[config.mk]
export PLATFORM = sky130hd
export DESIGN_NAME = ramarb2
export DESIGN_NICKNAME = d
export VERILOG_FILES = /design/src/rtl/ramarb2.sv
export SDC_FILE = /design/constraint.sdc
export NUM_CORES = 1
export LEC_CHECK = 0
export ABC_AREA = 1
export ABC_CLOCK_PERIOD_IN_PS = 1300
export CAP_MARGIN = 20
export CORE_MARGIN = 5
export CORE_UTILIZATION = 21
export CTS_CLUSTER_SIZE = 16
export DETAILED_ROUTE_END_ITERATION = 8
export GPL_TIMING_DRIVEN = 0
export PLACE_DENSITY = 0.8
export RECOVER_POWER = 100
export SYNTH_ARGS = -nofsm -noshare
export SYNTH_HDL_FRONTEND = slang
export SYNTH_SLANG_ARGS = --single-unit
[constraint.sdc]
create_clock -name clk_i -period 1.3 [get_ports clk_i]
set_input_delay 0.13 -clock clk_i [delete_from_list [all_inputs] [get_ports clk_i]]
set_output_delay 0.13 -clock clk_i [all_outputs]
set_load 0.03 [all_outputs]
[src/rtl/ramarb2.sv]
// Port-1 sequencer/arbiter for a dual-port RAM: clears every word after reset or on clr_i,
// then shares the write/read port between two masters with round-robin priority.
module ramarb2 #(
    parameter int SZ = 2,
    parameter int DW = 32,
    localparam int AW = (SZ > 1) ? $clog2(SZ) : 1
) (
    input  logic          clk_i,
    input  logic          rst_i,
    input  logic          clr_i,
    output logic          init_done_o,
    input  logic          m0_stb_i,
    input  logic          m0_we_i,
    input  logic [AW-1:0] m0_addr_i,
    input  logic [DW-1:0] m0_data_i,
    output logic          m0_rdy_o,
    output logic [DW-1:0] m0_data_o,
    input  logic          m1_stb_i,
    input  logic          m1_we_i,
    input  logic [AW-1:0] m1_addr_i,
    input  logic [DW-1:0] m1_data_i,
    output logic          m1_rdy_o,
    output logic [DW-1:0] m1_data_o,
    output logic          ram_we_o,
    output logic [AW-1:0] ram_addr_o,
    output logic [DW-1:0] ram_data_o,
    input  logic [DW-1:0] ram_data_i
);
    typedef enum logic {INIT, RUN} state_t;

    state_t        state_q, state_d;
    logic [AW-1:0] cnt_q, cnt_d;
    logic          lst_q, lst_d;
    logic          done_q, done_d;
    logic          g0, g1, we;

    always_ff @(posedge clk_i) begin
        if (rst_i) begin
            state_q <= INIT;
            cnt_q   <= '0;
            lst_q   <= 1'b1;
            done_q  <= 1'b0;
        end else begin
            state_q <= state_d;
            cnt_q   <= cnt_d;
            lst_q   <= lst_d;
            done_q  <= done_d;
        end
    end

    always_comb begin
        state_d    = state_q;
        cnt_d      = cnt_q;
        lst_d      = lst_q;
        done_d     = done_q;
        g0         = 1'b0;
        g1         = 1'b0;
        we         = 1'b0;
        ram_addr_o = '0;
        ram_data_o = '0;
        case (state_q)
            INIT: begin
                we         = 1'b1;
                ram_addr_o = cnt_q;
                if (cnt_q == AW'(SZ - 1)) begin
                    state_d = RUN;
                    cnt_d   = '0;
                    done_d  = 1'b1;
                end else begin
                    cnt_d = cnt_q + 1'b1;
                end
            end
            RUN: begin
                cnt_d = '0;
                if (clr_i) begin
                    state_d = INIT;
                    done_d  = 1'b0;
                end else begin
                    // lst_q=1 means m1 won last time, so m0 wins a tie
                    g0 = m0_stb_i && (!m1_stb_i || lst_q);
                    g1 = m1_stb_i && (!m0_stb_i || !lst_q);
                    if (g0) begin
                        we         = m0_we_i;
                        ram_addr_o = m0_addr_i;
                        ram_data_o = m0_data_i;
                        lst_d      = 1'b0;
                    end else if (g1) begin
                        we         = m1_we_i;
                        ram_addr_o = m1_addr_i;
                        ram_data_o = m1_data_i;
                        lst_d      = 1'b1;
                    end
                end
            end
            default: state_d = INIT;
        endcase
    end

    assign ram_we_o    = we && !rst_i;
    assign m0_rdy_o    = g0 && !rst_i;
    assign m1_rdy_o    = g1 && !rst_i;
    assign init_done_o = done_q && !rst_i;
    assign m0_data_o   = ram_data_i;
    assign m1_data_o   = ram_data_i;
endmodule

=== Yosys cells after proc, flatten, opt, wreduce, memory -nomap -nowiden ===
Cells that the tools add are included.

* Register bits after elaboration: 4
* Input bits: 105

* Bitwise gates (word level): 2
* $add $sub $neg: 1
* Mux-type cells: 26
* Reduce and logical (&&, ||, !) cells: 15
* Eq/ne operators: 2

{| class="wikitable"
|+ Operators with widths
! kind !! number
|-
| $mux 32 || 4
|-
| $mux 1 || 17
|-
| $pmux 1 s2 || 5
|-
| $logic_and 1x1->1 || 6
|-
| $logic_not 1->1 || 4
|-
| $ne 2x2->1 const B || 2
|-
| $reduce_and 3->1 || 1
|-
| $logic_or 1x1->1 || 2
|-
| $not 1->1 || 2
|-
| $reduce_and 2->1 || 1
|-
| $reduce_bool 2->1 || 1
|-
| $add 1x1->1 const B || 1
|}

=== Depth between registers and ports, before layout ===
Gate-level depths: netlist of the first run.

* Depth in word-level cells: 8
* Depth in mapped cells: 7

=== Worst setup path before layout of the first run ===
Ideal clock, no wire load.

* Kind: register to output
* From: register state_q
* To: output port m0_rdy_o
* Path slack: -17 ps
* Buffers on the path: 0
* Cell stages (with the launch flop): 3
* Required time: 1,170 ps
* Arrival: 1,187 ps
* Cell sequence: dfxtp_1 > nand2_4 > nor3_1

* Longest elaborated chain between the ends: 2

{| class="wikitable"
|+ Ends and longest elaborated chain
! item !! RTL line !! text
|-
| start, declared || 31 || <nowiki>state_t state_q, state_d;</nowiki>
|-
| start signal, assigned || 44 || <nowiki>state_q <= state_d;</nowiki>
|-
| $mux 1 || 61 || <nowiki>case (state_q)</nowiki>
|-
| $logic_and 1x1->1 || 100 || <nowiki>assign m0_rdy_o = g0 && !rst_i;</nowiki>
|-
| end, declared || 16 || <nowiki>output logic m0_rdy_o,</nowiki>
|}

Every way passes these cells.

=== Worst setup path after layout of the first run ===
* From: register lst_q
* To: output port ram_data_o[14]

* Longest elaborated chain between the ends: 7

{| class="wikitable"
|+ Ends and longest elaborated chain
! item !! RTL line !! text
|-
| start, declared || 33 || <nowiki>logic lst_q, lst_d;</nowiki>
|-
| start signal, assigned || 46 || <nowiki>lst_q <= lst_d;</nowiki>
|-
| $logic_not 1->1 || 81 || <nowiki>g1 = m1_stb_i && (!m0_stb_i || !lst_q);</nowiki>
|-
| $logic_or 1x1->1 || 81 ||
|-
| $logic_and 1x1->1 || 81 ||
|-
| $mux 32 || 87 || <nowiki>end else if (g1) begin</nowiki>
|-
| $mux 32 (*) || 82 || <nowiki>if (g0) begin</nowiki>
|-
| $mux 32 (*) || 75 || <nowiki>if (clr_i) begin</nowiki>
|-
| $mux 32 (*) || 61 ||
|-
| end, declared || 26 || <nowiki>output logic [DW-1:0] ram_data_o,</nowiki>
|}

Every way passes the cells marked *; elsewhere a longest branch is shown, timed or not.

==> results.yml, run 1 <==
status:
  status: "finished, violations left"
  failed_checks: "negative setup slack"
synthesis:
  avgSynthCellArea_um2: 5.63
  synth_area_leaders: "buf_4 (44%), nand2_1 (34%), dfxtp_1 (7.1%)"
  synth_cell_type_count: 14
  syn_area_um2: 1130
  synth_seq_cells: 4
  synth_warnings: 0
  synthesis.nets: 306
  yosysSeqAreaShare_pct: 7.07
  synth_top_area_cell: "buf_4"
  synth_cells: 201
  netlist.area_leader.share_pct: 44.4
sta:
  clock-skew-final_ps: 4.15
  whs_ps: 367
  report.final.slew_viol_count: 0
  hold_viol_final: 0
  slew-limit-headroom_pct: 77.9
  worst_slack_ps: -188
  fin_setup_tns_ps: -5280
  grt_setup_unrepaired: "yes"
  setup_viol: 34
  clock.fmax_mhz: 672
  min_period_ps: 1490
  worstMarginPinSlew_ps: 330
  period_share_pct: 114
die:
  die_area_um2: 6960
  num_rows: 26
  ios: 206
  core-area_um2: 5170
  start_util_pct: 21.9
  die_height_um: 83.4
  die_w_um: 83.4
clock_tree:
  cts_root_buf: "clkbuf_8"
  clock_path_buffers: 2
  cts_tree: "built"
  clock-sinks: 4
  htreeDepth: 1
  holdBufCountCts: 0
  clock_latency_ps: 220
  path_clk_slew_ps: 30
  cts_buffers: 3
detailed_routing:
  drt_wl_total_um: 6450
  routed-via-count: 1823
  via_per_inst: 3.97
  postRouteAntennaNets: 0
  dr.pass1.iters: 4
  drtIter0Drc: 27
  wl_per_cell_um: 14.1
  drcViolationCount: 0
place:
  portBuffers: 173
  place_inst: 444
  dpl.hpwl_um: 5250
  dpl_cell_area_um2: 2950
  place_congestion: 0.785
  pre_cts_slack_ps: -857
layout:
  drive_gt1_share_pct: 48.6
  syn_to_final_growth_pct: 199
  fin_util_pct: 65.5
  design_area_um2: 3390
  n_antenna_cell: 0
  nets: 496
  fin_cells: 459
pwr:
  peakVddDrop_uv: 525
  p_leak_nw: 1.64
  p_per_area_nw_per_um2: 444
  p_total_mw: 1.50
worst_setup_path:
  crit_path_start_kind: "register"
  required_ps: 1170
  cp-end-kind: "output port"
  arrival_ps: 1360
  crit_type: "reg2out"
  crit_path_max_fanout: 7
grt:
  gr-usage-all-layers_pct: 16.6
  antenna_found_initial: 0
  overflow: 0
  grt_pass1_vias: 1888
  grt_max_degree: 11
  grt_pass1_wl_um: 9570
min_path:
  hold_class: "in2reg"
job:
  drv_cap: 0
-- critical path, cell delays in order, from the launching register on --
cell and delay (ps):
dfxtp_2 330, inv_2 50, nand2_4 60, nand2_4 50, nor2_4 120, buf_12 150
buf_12 130, nand2_2 50, nand2_2 70, buf_6 120
-- placed cells by master, fill, tap and decap left out, types with 2 or more instances in the layout --
master	netlist	final
buf_4	67	70
nand2_1	103	45
dfxtp_1	4	2
buf_6	3	40
nand2_4	1	6
clkbuf_8	0	3
buf_8	0	5
dlygate4sd2_1	0	5
nand2_2	0	52
clkdlybuf4s50_1	0	132
a21oi_1	2	2
inv_1	6	4
inv_2	0	2
nor3_1	3	2
nor2_4	2	2
buf_12	0	2
nor2_1	5	4
-- worst paths after layout --
check | from | endpoint | slack, ps | cells past startpoint
hold reg to reg | cnt_q$_SDFF_PP0_ | cnt_q$_SDFF_PP0_ | 420 | 1
setup / recovery | lst_q$_SDFFE_PP1P_ | ram_data_o[14] | -190 | 9
hold / removal | rst_i | state_q$_SDFF_PP0_ | 370 | 2
setup reg to reg | lst_q$_SDFFE_PP1P_ | lst_q$_SDFFE_PP1P_ | 320 | 6
-- report_power, final --
part,switching [mW],internal [mW]
Sequential,0.00970,0.135
Combinational,0.497,0.602
Clock,0.0641,0.197
Total,0.571,0.934
-- metal layers --
metal,vias to the layer above,share of wire [%],GRT usage (%)
met2,101,57,34.0
met1,799,34,16.9
met4,0,0.51,2.05
met3,4,8.8,4.46
met5,-,0,0
li1,919,-,-
-- synthesized netlist by cell type --
cell type / instances
nor2_4: 2
buf_4: 67
nand2_1: 103
o21bai_1: 1
nor3_1: 3
dfxtp_1: 4
nand3_1: 2
o21ai_0: 1
buf_6: 3
nand2_4: 1
inv_1: 6
nor2_1: 5
nand4_1: 1
a21oi_1: 2
-- logic make-up after synthesis --
group                  after synthesis  share of synthesized area [%]
AOI/OAI and AO/OA                    4                           1.99
and+or+nand+nor                    117                           41.5
DFF                                  4                           7.07
buffers and inverters               76                           49.4
-- flip-flops by register name (all words and copies together) (netlist names) --
signal / cells
cnt_q: 1
done_q: 1
state_q: 1
lst_q: 1
-- final cells by class --
type	instances	area (um2)
timing repair buffer	185	1890
fill	424	1790
multi-input combinational	121	689
buffer	70	568
tap	70	87.6
sequential	4	85.1
clock buffer	3	41.3
inverter	6	22.5
-- what timing repair did --
item / 4_1_cts / 5_1_grt
setup endpoints to repair: 37 / 34
pin swaps: 11 / 27
cloned: 5 / 0
buffers inserted: 6 / 2
resized for setup: 290 / 62
No activity file was read; power rests on OpenSTA's default activity.
==> inputs of run 2 (changes only) <==
--- a/config.mk
+++ b/config.mk
@@ -12,7 +12,6 @@
 export CORE_UTILIZATION = 21
 export CTS_CLUSTER_SIZE = 16
 export DETAILED_ROUTE_END_ITERATION = 8
-export GPL_TIMING_DRIVEN = 0
 export PLACE_DENSITY = 0.8
 export RECOVER_POWER = 100
 export SYNTH_ARGS = -nofsm -noshare
==> run 2 against run 1 <==
Against the previous run: the run still ends with negative setup slack left; wire length down 23%; count of clock-buffer cells in the layout stayed put; flip-flop and latch count unchanged; sequential power down 3%; setup slack got worse by 50 ps; clock power about the same; critical path depth is the same; clock skew shrank 1.2 ps; die area unchanged; worst hold slack worse by 110 ps; largest power group unchanged.
==> results.yml, run 2 (synthesis gave the netlist of run 1 again) <==
status:
  status: "finished, violations left"
  failed_checks: "negative setup slack"
grt:
  gr-usage-all-layers_pct: 11.8
  grt_pass1_wl_um: 6810
  grt_max_degree: 21
  overflow: 0
  grt_pass1_vias: 1356
  antenna_found_initial: 0
layout:
  nFillCells: 515
  register_area_um2: 81.3
  multi_input_area_um2: 653
  fin_cells: 333
  nets: 370
  fin_util_pct: 44.5
  design_area_um2: 2300
  n_antenna_cell: 0
  final_cell_mix: "clkdlybuf4s50_1 (69), nand2_1 (63), buf_6 (35), nand2_2 (33), buf_4 (10)"
  mostFrequentLayoutCell: "clkdlybuf4s50_1"
  syn_to_final_growth_pct: 103
  drive_gt1_share_pct: 41.1
min_path:
  hold_class: "in2out"
sta:
  hold_viol_final: 0
  min_period_ps: 1540
  worstMarginPinSlew_ps: 331
  setup_viol: 36
  worst_slack_ps: -238
  clock-skew-final_ps: 2.99
  report.final.slew_viol_count: 0
  slew-limit-headroom_pct: 77.8
  clock.fmax_mhz: 650
  grt_setup_unrepaired: "yes"
  period_share_pct: 118
detailed_routing:
  drcViolationCount: 0
  highest_layer: "met4"
  drtIter0Drc: 26
  postRouteAntennaNets: 0
  drt_wl_total_um: 4970
  wl_met1_um: 1770
  dr.pass1.iters: 4
  via_per_inst: 4.12
  wl_per_cell_um: 14.9
  wl_met3_um: 403
  routed-via-count: 1371
  routed-wl-met2_um: 2640
place:
  place_congestion: 0.821
  pre_cts_slack_ps: -286
  portBuffers: 109
  place_inst: 321
  dpl_cell_area_um2: 1850
  dpl.hpwl_um: 3500
die:
  die_w_um: 83.4
  num_rows: 26
  die_height_um: 83.4
  start_util_pct: 21.9
  die_area_um2: 6960
  ios: 206
  core-area_um2: 5170
worst_setup_path:
  required_ps: 1170
  crit_path_start_kind: "register"
  path_cells: "inv_2, nand2_4, nand2_4, nor2_4, buf_12, clkbuf_16, nand2_4, nand2_2, buf_6"
  crit_path_max_fanout: 5
  cp_slowest_cell: "dfxtp_2"
  crit_type: "reg2out"
  r2r_slack_ps: 160
  path_buf_inv: 4
  cp_top_family: "buffers and inverters"
  cp_common_cell: "nand2_4"
  max_stage_delay_ps: 320
  cp-end-kind: "output port"
  arrival_ps: 1410
clock_tree:
  clock-sinks: 4
  cts_root_buf: "clkbuf_8"
  htreeDepth: 1
  clock_latency_ps: 220
  cts_buffers: 3
  cts_tree: "built"
  path_clk_slew_ps: 30
  clock_path_buffers: 2
pwr:
  p_leak_nw: 1.10
  peakVddDrop_uv: 474
  p_per_area_nw_per_um2: 419
job:
  drv_cap: 0
-- run 2: changes by cell type in the layout (fill, tap and decap cells not counted), sizes merged --
cell,before,now
clkdlybuf4s50,132,69
buf,118,53
dlygate4sd3,0,1
clkbuf,3,7
dlygate4sd2,5,2
-- run 2: worst reg2reg max path: stages (launching register included) --
cell	delay, ps
dfxtp_2	320
nand2_1	80
nand2_2	150
nor2_4	60
buf_8	140
buf_4	130
nor2_1	60
o21ai_0	70
-- run 2: final timing paths --
check	end	start	cells past startpoint
setup / recovery	ram_data_o[4]	lst_q$_SDFFE_PP1P_	9
hold / removal	m0_data_o[23]	ram_data_i[23]	0
setup reg to reg	lst_q$_SDFFE_PP1P_	lst_q$_SDFFE_PP1P_	7
hold reg to reg	cnt_q$_SDFF_PP0_	cnt_q$_SDFF_PP0_	1
-- run 2: per-stage QoR --
stage                     hold slack [ps]  total power, mW  TNS (ps)
final                                 260            0.964     -6760
after global routing                  260             1.02     -9090
after CTS                             260            0.916     -6210
after detailed placement              260            0.620     -8840
after global placement                260            0.618     -7100
after floorplan                       199            0.661     -33.2
-- run 2: timing repair --
item | CTS | global route
gates resized for setup | 36 | 60
setup buffers | 3 | 4
endpoints found under the setup margin | 36 | 36
cloned | 1 | 4
pin swaps | 11 | 22
hold buffers | 0 | 0
-- run 2: layout make-up --
class                           instances  share of cell area, %
Timing Repair Buffer                  129                   61.5
Inverter                                6                  0.978
Clock buffer                            3                   1.79
Tap cell                               70                   3.80
Sequential cell                         4                   3.53
Multi-Input combinational cell        121                   28.4
-- run 2: power by group --
part / switching (mW) / internal (mW) / total (mW) / leakage (nW)
clock: 0.0660 / 0.198 / 0.264 / 0.0216
sequential: 0.00612 / 0.135 / 0.141 / 0.0326
combinational: 0.229 / 0.330 / 0.559 / 1.05
-- run 2: layer usage --
layer / up-vias / track usage, %
li1: 671 / -
met1: 602 / 11.9
met2: 65 / 21.9
met5: - / 0
met3: 33 / 3.56
met4: 0 / 5.70
==> inputs of run 3 (changes only) <==
--- a/config.mk
+++ b/config.mk
@@ -8,11 +8,12 @@
 export ABC_AREA = 1
 export ABC_CLOCK_PERIOD_IN_PS = 1300
 export CAP_MARGIN = 20
-export CORE_MARGIN = 5
-export CORE_UTILIZATION = 21
+export CORE_AREA = 2 2 81 83
 export CTS_CLUSTER_SIZE = 16
 export DETAILED_ROUTE_END_ITERATION = 8
-export PLACE_DENSITY = 0.8
+export DIE_AREA = 0 0 83 85
+export DONT_BUFFER_PORTS = 1
+export PLACE_DENSITY = 0.3
 export RECOVER_POWER = 100
 export SYNTH_ARGS = -nofsm -noshare
 export SYNTH_HDL_FRONTEND = slang
==> run 3 against run 2 <==
Against the previous run: the flow still finishes with violations (negative setup slack); die area increased by 1.4%; power shrank 26%; setup slack improved by 32 ps; via count is 25% lower; clock power is 3% lower; combinational power fell by 44%; utilization shrank 20 points; register-to-register slack worse by 190 ps; largest power group unchanged; largest cell class is now multi-input gates.
==> results.yml, run 3 (synthesis gave the netlist of run 1 again) <==
clock_tree:
  path_clk_slew_ps: 30
  cts_tree: "built"
  clock_path_buffers: 2
  cts_buffers: 3
  clock-sinks: 4
  htreeDepth: 1
  cts_root_buf: "clkbuf_8"
  clock_latency_ps: 210
grt:
  grt_pass1_vias: 1015
  antenna_found_initial: 0
  grt_max_degree: 19
  overflow: 0
  gr-usage-all-layers_pct: 8.01
  grt_pass1_wl_um: 4630
pwr:
  p_per_area_nw_per_um2: 461
  internal_power_mw: 0.465
  seqPwrFrac_pct: 19.7
  p_sw_mw: 0.244
  p_comb_share_pct: 44.4
  swShare_pct: 34.4
  p_total_mw: 0.710
  clkPwrFrac_pct: 35.9
  p_leak_nw: 0.721
  peakVddDrop_uv: 507
place:
  place_congestion: 0.696
  dpl.hpwl_um: 2200
  place_inst: 229
  pre_cts_slack_ps: 24.7
  portBuffers: 0
sta:
  worstMarginPinSlew_ps: 371
  setup_viol: 36
  whs_ps: 59.7
  fin_setup_tns_ps: -5040
  slew-limit-headroom_pct: 75.4
  report.final.slew_viol_count: 0
  worst_slack_ps: -206
  clock.fmax_mhz: 664
  hold_viol_final: 0
  min_period_ps: 1510
  period_share_pct: 116
  clock-skew-final_ps: 2.28
  grt_setup_unrepaired: "yes"
worst_setup_path:
  cp_common_cell: "nand2_4"
  cp_top_family: "simple AND/OR/NAND/NOR gates"
  arrival_ps: 1380
  crit_path_max_fanout: 4
  required_ps: 1170
  path_buf_inv: 4
  cp-end-kind: "output port"
  crit_path_start_kind: "register"
  crit_type: "reg2out"
  cp_slowest_cell: "dfxtp_2"
  path_cells: "inv_2, nand2_4, nand2_4, nor2_4, buf_6, buf_16, buf_12, nand2_4, nand2_4"
  max_stage_delay_ps: 320
die:
  start_util_pct: 18.2
  num_rows: 29
  die_w_um: 83
  ios: 206
  die_area_um2: 7060
  core-area_um2: 6200
  die_height_um: 85
detailed_routing:
  wl_per_cell_um: 13.3
  drtIter0Drc: 14
  drcViolationCount: 0
  postRouteAntennaNets: 0
  drt_wl_total_um: 3280
  via_per_inst: 4.15
  dr.pass1.iters: 3
  routed-via-count: 1022
job:
  drv_cap: 0
layout:
  nets: 276
  mostFrequentLayoutCell: "nand2_1"
  drive_gt1_share_pct: 58.6
  fin_cells: 246
  n_antenna_cell: 0
  syn_to_final_growth_pct: 36.0
  final_cell_mix: "nand2_1 (49), nand2_4 (32), nand2_2 (23), buf_12 (13), buf_4 (10)"
status:
  failed_checks: "negative setup slack"
  status: "finished, violations left"
min_path:
  hold_class: "in2reg"
## run 3: area by class of cell
type                            count  area [um2]
Clock buffer                        3        41.3
Fill cell                         674        4660
Inverter                            6        22.5
Multi-Input combinational cell    121         815
Sequential cell                     4        81.3
Tap cell                           77        96.3
Timing Repair Buffer               35         484
## run 3: worst paths after layout
kind	slack [ps]	depth (start not counted)	endpoint	from
min reg2reg	410	1	cnt_q$_SDFF_PP0_	cnt_q$_SDFF_PP0_
min	60	2	lst_q$_SDFFE_PP1P_	rst_i
max	-210	9	ram_data_o[24]	lst_q$_SDFFE_PP1P_
max reg2reg	-30	9	lst_q$_SDFFE_PP1P_	lst_q$_SDFFE_PP1P_
## run 3: what timing repair did
item                                    4_1_cts  5_1_grt
gates resized for setup                      85       22
buffers inserted                              6        7
pin swaps                                     9       17
hold endpoints to repair                      2        0
hold buffers                                  1        0
endpoints found under the setup margin       36       36
gates cloned                                  2        1
## run 3: power groups by stage
stage                     clock network (mW)  registers (mW)  logic [mW]
after detailed placement                   0           0.141       0.237
after floorplan                            0           0.142       0.520
after global placement                     0           0.141       0.238
after CTS                              0.265           0.141       0.296
after global routing                   0.281           0.141       0.334
final                                  0.255           0.140       0.315
## run 3: through the flow
step / cell area (um2) / util, %
finish: 1540 / 24.8
global route: 1540 / 24.8
CTS: 1410 / 22.8
detailed placement: 987 / 15.9
global placement: 987 / 15.9
floorplan: 1130 / -
## run 3: metal layers
layer  share of wire [%]  GRT usage [%]  wire length [um]
met5                   0              0                 0
met4                 2.8           3.58                92
met3                 9.5           2.82               311
met2                  54           15.2              1770
met1                  34           7.83              1100
